<file path="config.mk">
export PLATFORM = sky130hd
export DESIGN_NAME = dcpu16_tmr
export DESIGN_NICKNAME = d
export VERILOG_FILES = /design/src/rtl/dcpu16_tmr.sv
export SDC_FILE = /design/constraint.sdc
export NUM_CORES = 1
export LEC_CHECK = 0
export ABC_AREA = 0
export CAP_MARGIN = 20
export CELL_PAD_IN_SITES_DETAIL_PLACEMENT = 1
export CELL_PAD_IN_SITES_GLOBAL_PLACEMENT = 1
export CORE_UTILIZATION = 41
export CTS_BUF_LIST = sky130_fd_sc_hd__clkbuf_16
export CTS_CLUSTER_DIAMETER = 150
export DETAILED_ROUTE_END_ITERATION = 8
export PLACE_DENSITY = 0.84
export SETUP_SLACK_MARGIN = 0.1
export SLEW_MARGIN = 20
export SYNTH_ARGS = -nofsm -noshare
export SYNTH_HDL_FRONTEND = slang
export SYNTH_SLANG_ARGS = --single-unit
</file>
<file path="constraint.sdc">
create_clock -name clk -period 3.1 [get_ports clk]
set_input_delay 0.465 -clock clk [delete_from_list [all_inputs] [get_ports clk]]
set_output_delay 0.465 -clock clk [all_outputs]
set_load 0.01 [all_outputs]
</file>
<file path="src/rtl/dcpu16_tmr.sv">
// Interval timer on the DCPU16 ab_ data bus: four registers, prescaled down-counter
// with reload, sticky expiry flag and level interrupt.
module dcpu16_tmr #(
    parameter logic [15:0] BASE = 16'h8000
) (
    input  logic        clk,
    input  logic        rst,
    input  logic [15:0] ab_adr,
    input  logic [15:0] ab_dto,
    input  logic        ab_stb,
    input  logic        ab_wre,
    output logic        ab_ack,
    output logic [15:0] ab_dti,
    output logic        irq
);

    localparam logic [1:0] OFS_CTRL   = 2'd0;
    localparam logic [1:0] OFS_RELOAD = 2'd1;
    localparam logic [1:0] OFS_COUNT  = 2'd2;
    localparam logic [1:0] OFS_STATUS = 2'd3;

    logic        en, ie, oneshot, expf;
    logic [3:0]  psc_cfg, psc;
    logic [15:0] reload, count;
    logic [15:0] rdata;
    logic        hit, acc, wr, tick, expire;
    logic        wr_ctrl, wr_reload, wr_count, clr_exp;

    assign hit       = ab_stb & (ab_adr[15:2] == BASE[15:2]);
    // ~ab_ack makes a held strobe complete once, then re-arm after one idle cycle
    assign acc       = hit & ~ab_ack;
    assign wr        = acc & ab_wre;
    assign wr_ctrl   = wr & (ab_adr[1:0] == OFS_CTRL);
    assign wr_reload = wr & (ab_adr[1:0] == OFS_RELOAD);
    assign wr_count  = wr & (ab_adr[1:0] == OFS_COUNT);
    assign clr_exp   = wr & (ab_adr[1:0] == OFS_STATUS) & ab_dto[0];

    assign tick   = en & (psc == psc_cfg);
    assign expire = tick & (count == 16'h0000);
    assign irq    = expf & ie;

    always_comb begin
        rdata = 16'h0000;
        case (ab_adr[1:0])
            OFS_CTRL:   rdata = {4'h0, psc_cfg, 5'h00, oneshot, ie, en};
            OFS_RELOAD: rdata = reload;
            OFS_COUNT:  rdata = count;
            OFS_STATUS: rdata = {15'h0000, expf};
            default:    rdata = 16'h0000;
        endcase
    end

    always_ff @(posedge clk or negedge rst) begin
        if (!rst) begin
            ab_ack  <= 1'b0;
            ab_dti  <= 16'h0000;
            en      <= 1'b0;
            ie      <= 1'b0;
            oneshot <= 1'b0;
            psc_cfg <= 4'h0;
            psc     <= 4'h0;
            reload  <= 16'h0000;
            count   <= 16'h0000;
            expf    <= 1'b0;
        end else begin
            ab_ack <= acc;
            ab_dti <= (acc & ~ab_wre) ? rdata : 16'h0000;

            if (!en || tick) psc <= 4'h0;
            else             psc <= psc + 4'h1;

            // A bus write to CTRL overrides the oneshot auto-disable on the same edge
            if (wr_ctrl) begin
                en      <= ab_dto[0];
                ie      <= ab_dto[1];
                oneshot <= ab_dto[2];
                psc_cfg <= ab_dto[11:8];
            end else if (expire && oneshot) begin
                en <= 1'b0;
            end

            if (wr_reload) reload <= ab_dto;

            if (wr_count)    count <= ab_dto;
            else if (expire) count <= reload;
            else if (tick)   count <= count - 16'h0001;

            // Set beats clear so a coincident expiry is never lost
            expf <= expire | (expf & ~clr_exp);
        end
    end

endmodule

</file>
# Yosys cells after proc, flatten, opt, wreduce, memory -nomap -nowiden
# Cells that the tools add are included.
# word_totals
ff_bits	61
in_bits	36
out_inout_bits	18
# classes
add_sub_neg	2
eq_ne	5
n_mux	8
n_bitwise	17
reduce_logical	7
# ops
operator	count
$mux W16	4
$pmux W16 S4	1
$logic_not A16 Y1	1
$sub A16 B1 Y16 const B	1
$eq A14 B14 Y1 const B	1
$and A1 B1 Y1	13
$add A4 B1 Y4 const B	1
$eq A2 B2 Y1 const B	2
$eq A4 B4 Y1	1
$mux W4	1
$not A1 Y1	3
$reduce_bool A3 Y1	1
$eq A2 B1 Y1 const B	1
$logic_not A2 Y1	1
$mux W1	2
$reduce_bool A2 Y1	1
$logic_and A1 B1 Y1	1
$logic_not A1 Y1	1
$logic_or A1 B1 Y1	1
$or A1 B1 Y1	1

# Longest topological paths before layout
# Gate-level depths: netlist of the first run.
# logic_depth
depth_word	9
ltp_mapped	8
depth_no_buf	7

# Worst setup path before layout of the first run
# OpenSTA, ideal clock, no wires.
# synth_timing
kind	register to register
from	reg count[0]
to	reg count[7]
arrival_time_ns	2.141
t_required_ns	2.976
setup_slack_ns	0.835
path_stages_with_launch	8
path_buffers	0
path_cell_list	dfrtp_1 -> inv_1 -> ha_1 -> or4b_1 -> or4_4 -> mux2_4 -> a221oi_2 -> nor2_1
# synth_via
elab_chain_cells	4
# synth_lines
element	line	source
start: declaration	24	logic [15:0] reload, count;
start signal: assignment	84	if (wr_count) count <= ab_dto;
start signal: assignment	85	else if (expire) count <= reload;
start signal: assignment	86	else if (tick) count <= count - 16'h0001;
$sub A16 B1 Y16 / $logic_not A16 Y1 (equally long branches)	86, 39	
$mux W16 / $and A1 B1 Y1 (equally long branches)	86, 39	
$mux W16	85	
$mux W16	84	
# Parallel ways exist; a longest one is shown, timed or not. The select of a mux whose other input is x is not followed.
# A chain may end at the register's enable or synchronous reset.

# Worst setup path after layout of the first run
# layout_timing
from	reg count[1]
to	reg count[7]
# The elaborated chain is that of the path after synthesis.

==> results of run 1 <==
layout by cell type, fill, tap and decap left out, types with 3 or more instances in the layout:
master / Yosys / final
dfrtp_1: 61 / 61
clkbuf_16: 0 / 9
o21ai_0: 7 / 7
nand2b_1: 5 / 5
nor2b_1: 3 / 3
nand2_1: 10 / 10
clkdlybuf4s50_1: 0 / 52
a21oi_1: 32 / 32
nor2_1: 46 / 46
mux2i_1: 8 / 8
nor3_1: 5 / 5
nor4_1: 12 / 12
mux2_2: 21 / 21
and4_1: 3 / 3
xnor2_1: 7 / 7
ha_1: 3 / 3
buf_4: 0 / 8
nand4_1: 4 / 4
a22oi_1: 10 / 10
xor2_1: 8 / 8
nand3_1: 8 / 8
inv_1: 6 / 7
o221ai_1: 6 / 6
o211ai_1: 4 / 4
power breakdown:
part	leakage, nW	internal, mW	total [mW]	switching [mW]
logic	0.841	0.258	0.528	0.270
registers	0.792	0.871	1.01	0.138
clock network	0.150	0.698	1.07	0.369
total	1.78	1.83	2.60	0.777
worst max path at each step:
| stage | start | end | cells past startpoint |
|---|---|---|---|
| after floorplan | count[0] | count[7] | 7 |
| after global placement | ab_adr[15] | ab_dti[2] | 5 |
| after detailed placement | ab_adr[15] | count[4] | 6 |
| after CTS | count[1] | count[7] | 7 |
| after global routing | count[0] | count[7] | 7 |
| final | count[1] | count[7] | 7 |
sequential cells by signal, summed over array words and instances, names as in the netlist:
signal and count:
count 16, expf 1, psc_cfg 4, oneshot 1, psc 4, ab_ack 1, reload 16, ie 1
en 1, ab_dti 16
cell families (layout without fill, tap and decap cells):
family / after synthesis / after routing / share of synthesized area, %
and+or+nand+nor: 113 / 113 / 18.7
AOI/OAI and AO/OA: 66 / 66 / 13.2
DFF: 61 / 61 / 48.3
muxes: 31 / 31 / 11.2
buffers and inverters: 26 / 84 / 3.17
xor gates and xnor gates: 15 / 15 / 4.16
adders and majority gates: 3 / 3 / 1.19
metal layers:
| layer | part of all wire, % | vias to the layer above | wire, um |
|---|---|---|---|
| li1 | - | 1250 | - |
| met1 | 42 | 1417 | 4010 |
| met2 | 51 | 78 | 4920 |
| met3 | 5.0 | 20 | 485 |
| met4 | 2.3 | 0 | 221 |
| met5 | 0 | - | 0 |
critical path, stage by stage (launching register included):
cell and delay (ns):
dfrtp_1 0.43, inv_1 0.12, ha_1 0.20, or4b_1 0.47, or4_4 0.59, mux2_4 0.36, a221oi_2 0.28, nor2_1 0.07
layout make-up:
type	count	area, um^2
flip-flops and latches	61	1530
multi-input cells	228	1530
repair buffers	62	606
clock inverters	7	91.3
well taps	99	124
clock buffers	9	225
fillers	783	3200
inverters	6	22.5
per-stage QoR:
stage               power (mW)  setup WS, ns  area, um^2  hold WS (ns)
floorplan                 1.33         0.835        3160         0.169
global placement          1.49         0.536        3810         0.500
detailed placement        1.52         0.334        3810         0.499
CTS                       2.62         0.493        4130         0.207
global route              2.74         0.331        4130         0.235
finish                    2.60         0.452        4130         0.163
==> reports/summary.txt, run 1 <==
Status: finished clean
Worst-margin pin slew: 0.888 ns
Vias in the first global route: 3,127
FP Rows: 31
Met3 Track Usage GR: 4.23%
FF-to-FF Start: count[1]
Post-synth ARST share: 100%
Total GRT Usage: 26.0%
Synth Net Count: 354
Initial antenna violation count: 0
Warnings from Yosys: 0
Critical path class: reg2reg
Placed Instances: 456
Pre-Repair DR Iteration Count: 4
Arr. time, crit path: 2.86 ns
DP Wirelength: 6510 um
CTS tree: done
Unrepaired setup endpoints after global routing: false
Largest net degree at the start of global routing: 33
GP Congestion: 0.859
Die area: 0.00806 mm^2
Clk pin slew, worst setup/hold paths: 0.06 ns
Critical Path Fanout Max: 21
Global route overflow: 0
Total number of vias: 2,765
RR Endpoint: count[7]
Syn-to-layout area delta: 30.7%
Post-CTS Setup Repair Bufs: 0
Die Ht: 89.8 um
MaxCap Viol Count: 0
# hold bufs at CTS: 0
Cell taking the most area after synthesis: dfrtp_1
First-pass GRT wire length: 16,200 um
CP Launch Type: flip-flop
Core area: 0.00733 mm^2
Post-synth top cells: dfrtp_1 (61), nor2_1 (46), a21oi_1 (32), mux2_2 (21), clkbuf_1 (17)
IO Count: 54
Root Driver: clkbuf_16
Leakage: 1.78 nW
Yosys reg bits: 61
Nets@finish: 407
Clock sinks: 61
DR iter-0 viols: 172
Max Fclk: 378 MHz
Most numerous cell in the Yosys netlist: dfrtp_1
Number of port buffers: 53
Power per cell area: 631 mW/mm^2
Met2 Usage GRT: 44.2%
Avg Cell Area, Syn: 10.0 um^2
Drt via density: 5.86
Slew headroom: 40.8%
Largest cells by area after synthesis: dfrtp_1 (48%), mux2_2 (7.5%), nor2_1 (5.5%), a21oi_1 (5.1%), mux2i_1 (2.5%)
Setup Skew: 0.00623 ns
# diodes: 0
Die X: 89.8 um
Clk Latency, worst-skew pair: 0.34 ns
Clock Path Buffers: 2
Initial Util: 43.1%
WL per Instance: 20.4 um
Max VDD drop: 0.343 mV
R2r setup slk: 0.45 ns
Dominant register cell in the synthesized netlist: dfrtp_1
Final Setup Violations: 0
R2R cell count: 7
Hold Crit Class: in2async
Cts bufs inserted: 9
Final ANT Viol Nets: 0
Mapped Area: 0.00316 mm^2
Fin util: 56.3%
Register area share after synthesis: 48.3%
H-tree depth: 3
Post-synthesis cell type count: 45
Fraction of layout cells with a size suffix above 1: 13.9%
CP Capture Type: flip-flop
Cts repair resizes: 0
Detailed Route WL: 9640 um
Slew Viols, Final: 0
DRC: 0
Final Cycle Share: 85.4%
Post-Layout Cell Count: 472
Worst EP required: 3.32 ns
Final setup TNS: 0 ns
Grt peak-use layer: met2
Post-synth top area share: 48.3%
EDFF count, synth: 0
Fin crit period: 2.65 ns
Gate Count Post-Synth: 315
Final Hold Viols: 0
Met1 Track Usage GR: 32.6%
No activity file was read; power rests on OpenSTA's default activity.
==> run 2, diff against run 1 <==
--- a/config.mk
+++ b/config.mk
@@ -6,12 +6,13 @@
 export NUM_CORES = 1
 export LEC_CHECK = 0
 export ABC_AREA = 0
+export ABC_CLOCK_PERIOD_IN_PS = 3100
 export CAP_MARGIN = 20
 export CELL_PAD_IN_SITES_DETAIL_PLACEMENT = 1
 export CELL_PAD_IN_SITES_GLOBAL_PLACEMENT = 1
 export CORE_UTILIZATION = 41
 export CTS_BUF_LIST = sky130_fd_sc_hd__clkbuf_16
-export CTS_CLUSTER_DIAMETER = 150
+export CTS_CLUSTER_DIAMETER = 200
 export DETAILED_ROUTE_END_ITERATION = 8
 export PLACE_DENSITY = 0.84
 export SETUP_SLACK_MARGIN = 0.1
==> results of run 2 <==
No change in the layout: final DEF, timing and power equal those of run 1.
==> run 3, diff against run 2 <==
--- a/config.mk
+++ b/config.mk
@@ -10,11 +10,12 @@
 export CAP_MARGIN = 20
 export CELL_PAD_IN_SITES_DETAIL_PLACEMENT = 1
 export CELL_PAD_IN_SITES_GLOBAL_PLACEMENT = 1
-export CORE_UTILIZATION = 41
+export CORE_UTILIZATION = 49
 export CTS_BUF_LIST = sky130_fd_sc_hd__clkbuf_16
 export CTS_CLUSTER_DIAMETER = 200
 export DETAILED_ROUTE_END_ITERATION = 8
-export PLACE_DENSITY = 0.84
+export DONT_BUFFER_PORTS = 1
+export PLACE_DENSITY = 0.83
 export SETUP_SLACK_MARGIN = 0.1
 export SLEW_MARGIN = 20
 export SYNTH_ARGS = -nofsm -noshare
==> run 3 against run 2 <==
  * Clock power down 20%
  * Critical endpoint unchanged
  * Global-route usage up 1.8 points
  * Worst hold slack worse by 0.16 ns
  * Highest routed layer unchanged
  * Total power down 12%
  * Cell area down 15%
  * Worst setup slack better by 0.057 ns
  * Sequential share of layout area up 6.8 points
==> reports/summary.txt, run 3 (same netlist as run 1, synthesis figures left out) <==
Leakage: 1.55 nW (-13%)
DRC: 0 (unchanged)
Initial antenna violation count: 0 (unchanged)
Max VDD drop: 0.426 mV (+24%)
Post-CTS Setup Repair Bufs: 0 (unchanged)
Initial Util: 52.1% (+9.0 points)
DP Wirelength: 5410 um (-17%)
IO Count: 54 (unchanged)
Placed Instances: 375 (-18%)
Placed inst area: 0.00321 mm^2 (-16%)
Max Fclk: 386 MHz (+2.2%)
Place WS: 0.535 ns (+0.201 ns)
Final Setup Violations: 0 (unchanged)
Detailed Route WL: 8140 um (-16%)
Critical path class: reg2reg
Clk pin slew, worst setup/hold paths: 0.05 ns (about the same)
# diodes: 0 (unchanged)
Final setup TNS: 0 ns (unchanged)
Final ANT Viol Nets: 0 (unchanged)
CTS tree: done
Total power: 2.30 mW (-12%)
Pre-Repair DR Iteration Count: 4 (unchanged)
Fin util: 57.6% (+1.3 points)
Global route overflow: 0 (unchanged)
Die X: 82.3 um (-8.3%)
Core area: 0.00606 mm^2 (-17%)
Fillers: 681 (-13%)
Arr. time, crit path: 2.81 ns (-0.05 ns)
Worst setup margin: 0.509 ns (+0.0571 ns)
Setup Skew: 0.00409 ns (-0.00214 ns)
Fin area: 0.00349 mm^2 (-15%)
Fin crit period: 2.59 ns (-0.0571 ns)
Status: finished clean
Critical Path Fanout Max: 21 (unchanged)
Number of port buffers: 0 (-100%)
First-pass GRT wire length: 13,500 um (-17%)
Cts repair resizes: 0 (unchanged)
Vias in the first global route: 2,634 (-16%)
FP Rows: 28 (-9.7%)
Total number of vias: 2,458 (-11%)
Die area: 0.00677 mm^2 (-16%)
H-tree depth: 3 (unchanged)
CP Capture Type: flip-flop
Unrepaired setup endpoints after global routing: false
Hold slack: 0.00776 ns (-0.155 ns)
Slew Viols, Final: 0 (unchanged)
Root Driver: clkbuf_16
Die Ht: 82.3 um (-8.3%)
Clock sinks: 61 (unchanged)
Post-Layout Cell Count: 391 (-17%)
Nets@finish: 351 (-14%)
Power per cell area: 659 mW/mm^2 (+4.4%)
GP Congestion: 0.877 (+2.1%)
WL per Instance: 20.8 um (+2.0%)
CP Launch Type: flip-flop
Final Hold Viols: 0 (unchanged)
Final Cycle Share: 83.6% (-1.8 points)
Worst-margin pin slew: 0.922 ns (+0.0339 ns)
Slew headroom: 38.0% (-2.8 points)
Total GRT Usage: 27.8% (+1.8 points)
Clock Path Buffers: 2 (unchanged)
Highest-count cells in the layout ignoring fill and taps: dfrtp_1 (61), nor2_1 (46), a21oi_1 (32), mux2_2 (21), nor4_1 (12)
Drt via density: 6.29 (+7.3%)
DR iter-0 viols: 222 (+29%)
Clk Latency, worst-skew pair: 0.33 ns (about the same)
Cts bufs inserted: 9 (unchanged)
MaxCap Viol Count: 0 (unchanged)
Syn-to-layout area delta: 10.5%
Fraction of layout cells with a size suffix above 1: 13.9% (-0.017 points)
Largest registers: ab_dti (16), count (16), reload (16)
Most common cell after layout, fill and taps aside: dfrtp_1
Hold Crit Class: in2async
Worst EP required: 3.32 ns (about the same)
Largest net degree at the start of global routing: 62 (+88%)
==> run 3: cell count changes in the layout (fill, tap and decap cells not counted), moves of 2 or more <==
cell,before,now
buf_4,8,5
bufinv_16,2,0
clkdlybuf4s50_1,52,0
clkinv_1,1,3
clkinvlp_4,2,0
==> run 3: critical path: stages, from the launching register on <==
cell and delay [ns]:
dfrtp_1 0.40, inv_1 0.11, ha_1 0.20, or4b_1 0.49, or4_4 0.59, mux2_4 0.35
a221oi_2 0.25, nor2_1 0.07
==> run 3: final cells by class <==
cell class	instances	area (um^2)	share of cell area [%]
Clock buffer	9	225	6.46
Clock inverter	6	23.8	0.681
Inverter	6	22.5	0.646
Multi-Input combinational cell	228	1530	43.9
Sequential cell	61	1530	43.8
Tap cell	75	93.8	2.69
Timing Repair Buffer	6	65.1	1.87
==> run 3: repair_timing <==
action | 4_1_cts | 5_1_grt
hold buffers | 1 | 0
hold endpoints to repair | 61 | 0
endpoints found under the setup margin | 0 | 0
==> run 3: worst paths after layout <==
| kind | depth (start not counted) | end | from | slack [ns] |
|---|---|---|---|---|
| worst min-delay path | 1 | ab_dti[2] | rst | 0.008 |
| min in group clk | 2 | reload[8] | ab_dto[8] | 0.26 |
| max in group asynchronous | 1 | count[13] | rst | 2.85 |
| worst max-delay path | 7 | count[7] | count[0] | 0.51 |
| worst min register to register | 1 | psc[0] | psc[0] | 0.52 |
| worst max register to register | 7 | count[7] | count[0] | 0.51 |
==> run 3: per-layer routing <==
layer,global-route usage [%],vias up,routed length [um]
li1,-,1143,-
met5,0,-,0
met4,13.5,0,138
met3,6.04,10,347
met1,36.8,1248,3570
met2,43.0,57,4090
==> run 3: power by group <==
group,switching [mW],internal (mW)
Sequential,0.126,0.872
Combinational,0.228,0.219
Clock,0.334,0.519
Total,0.688,1.61
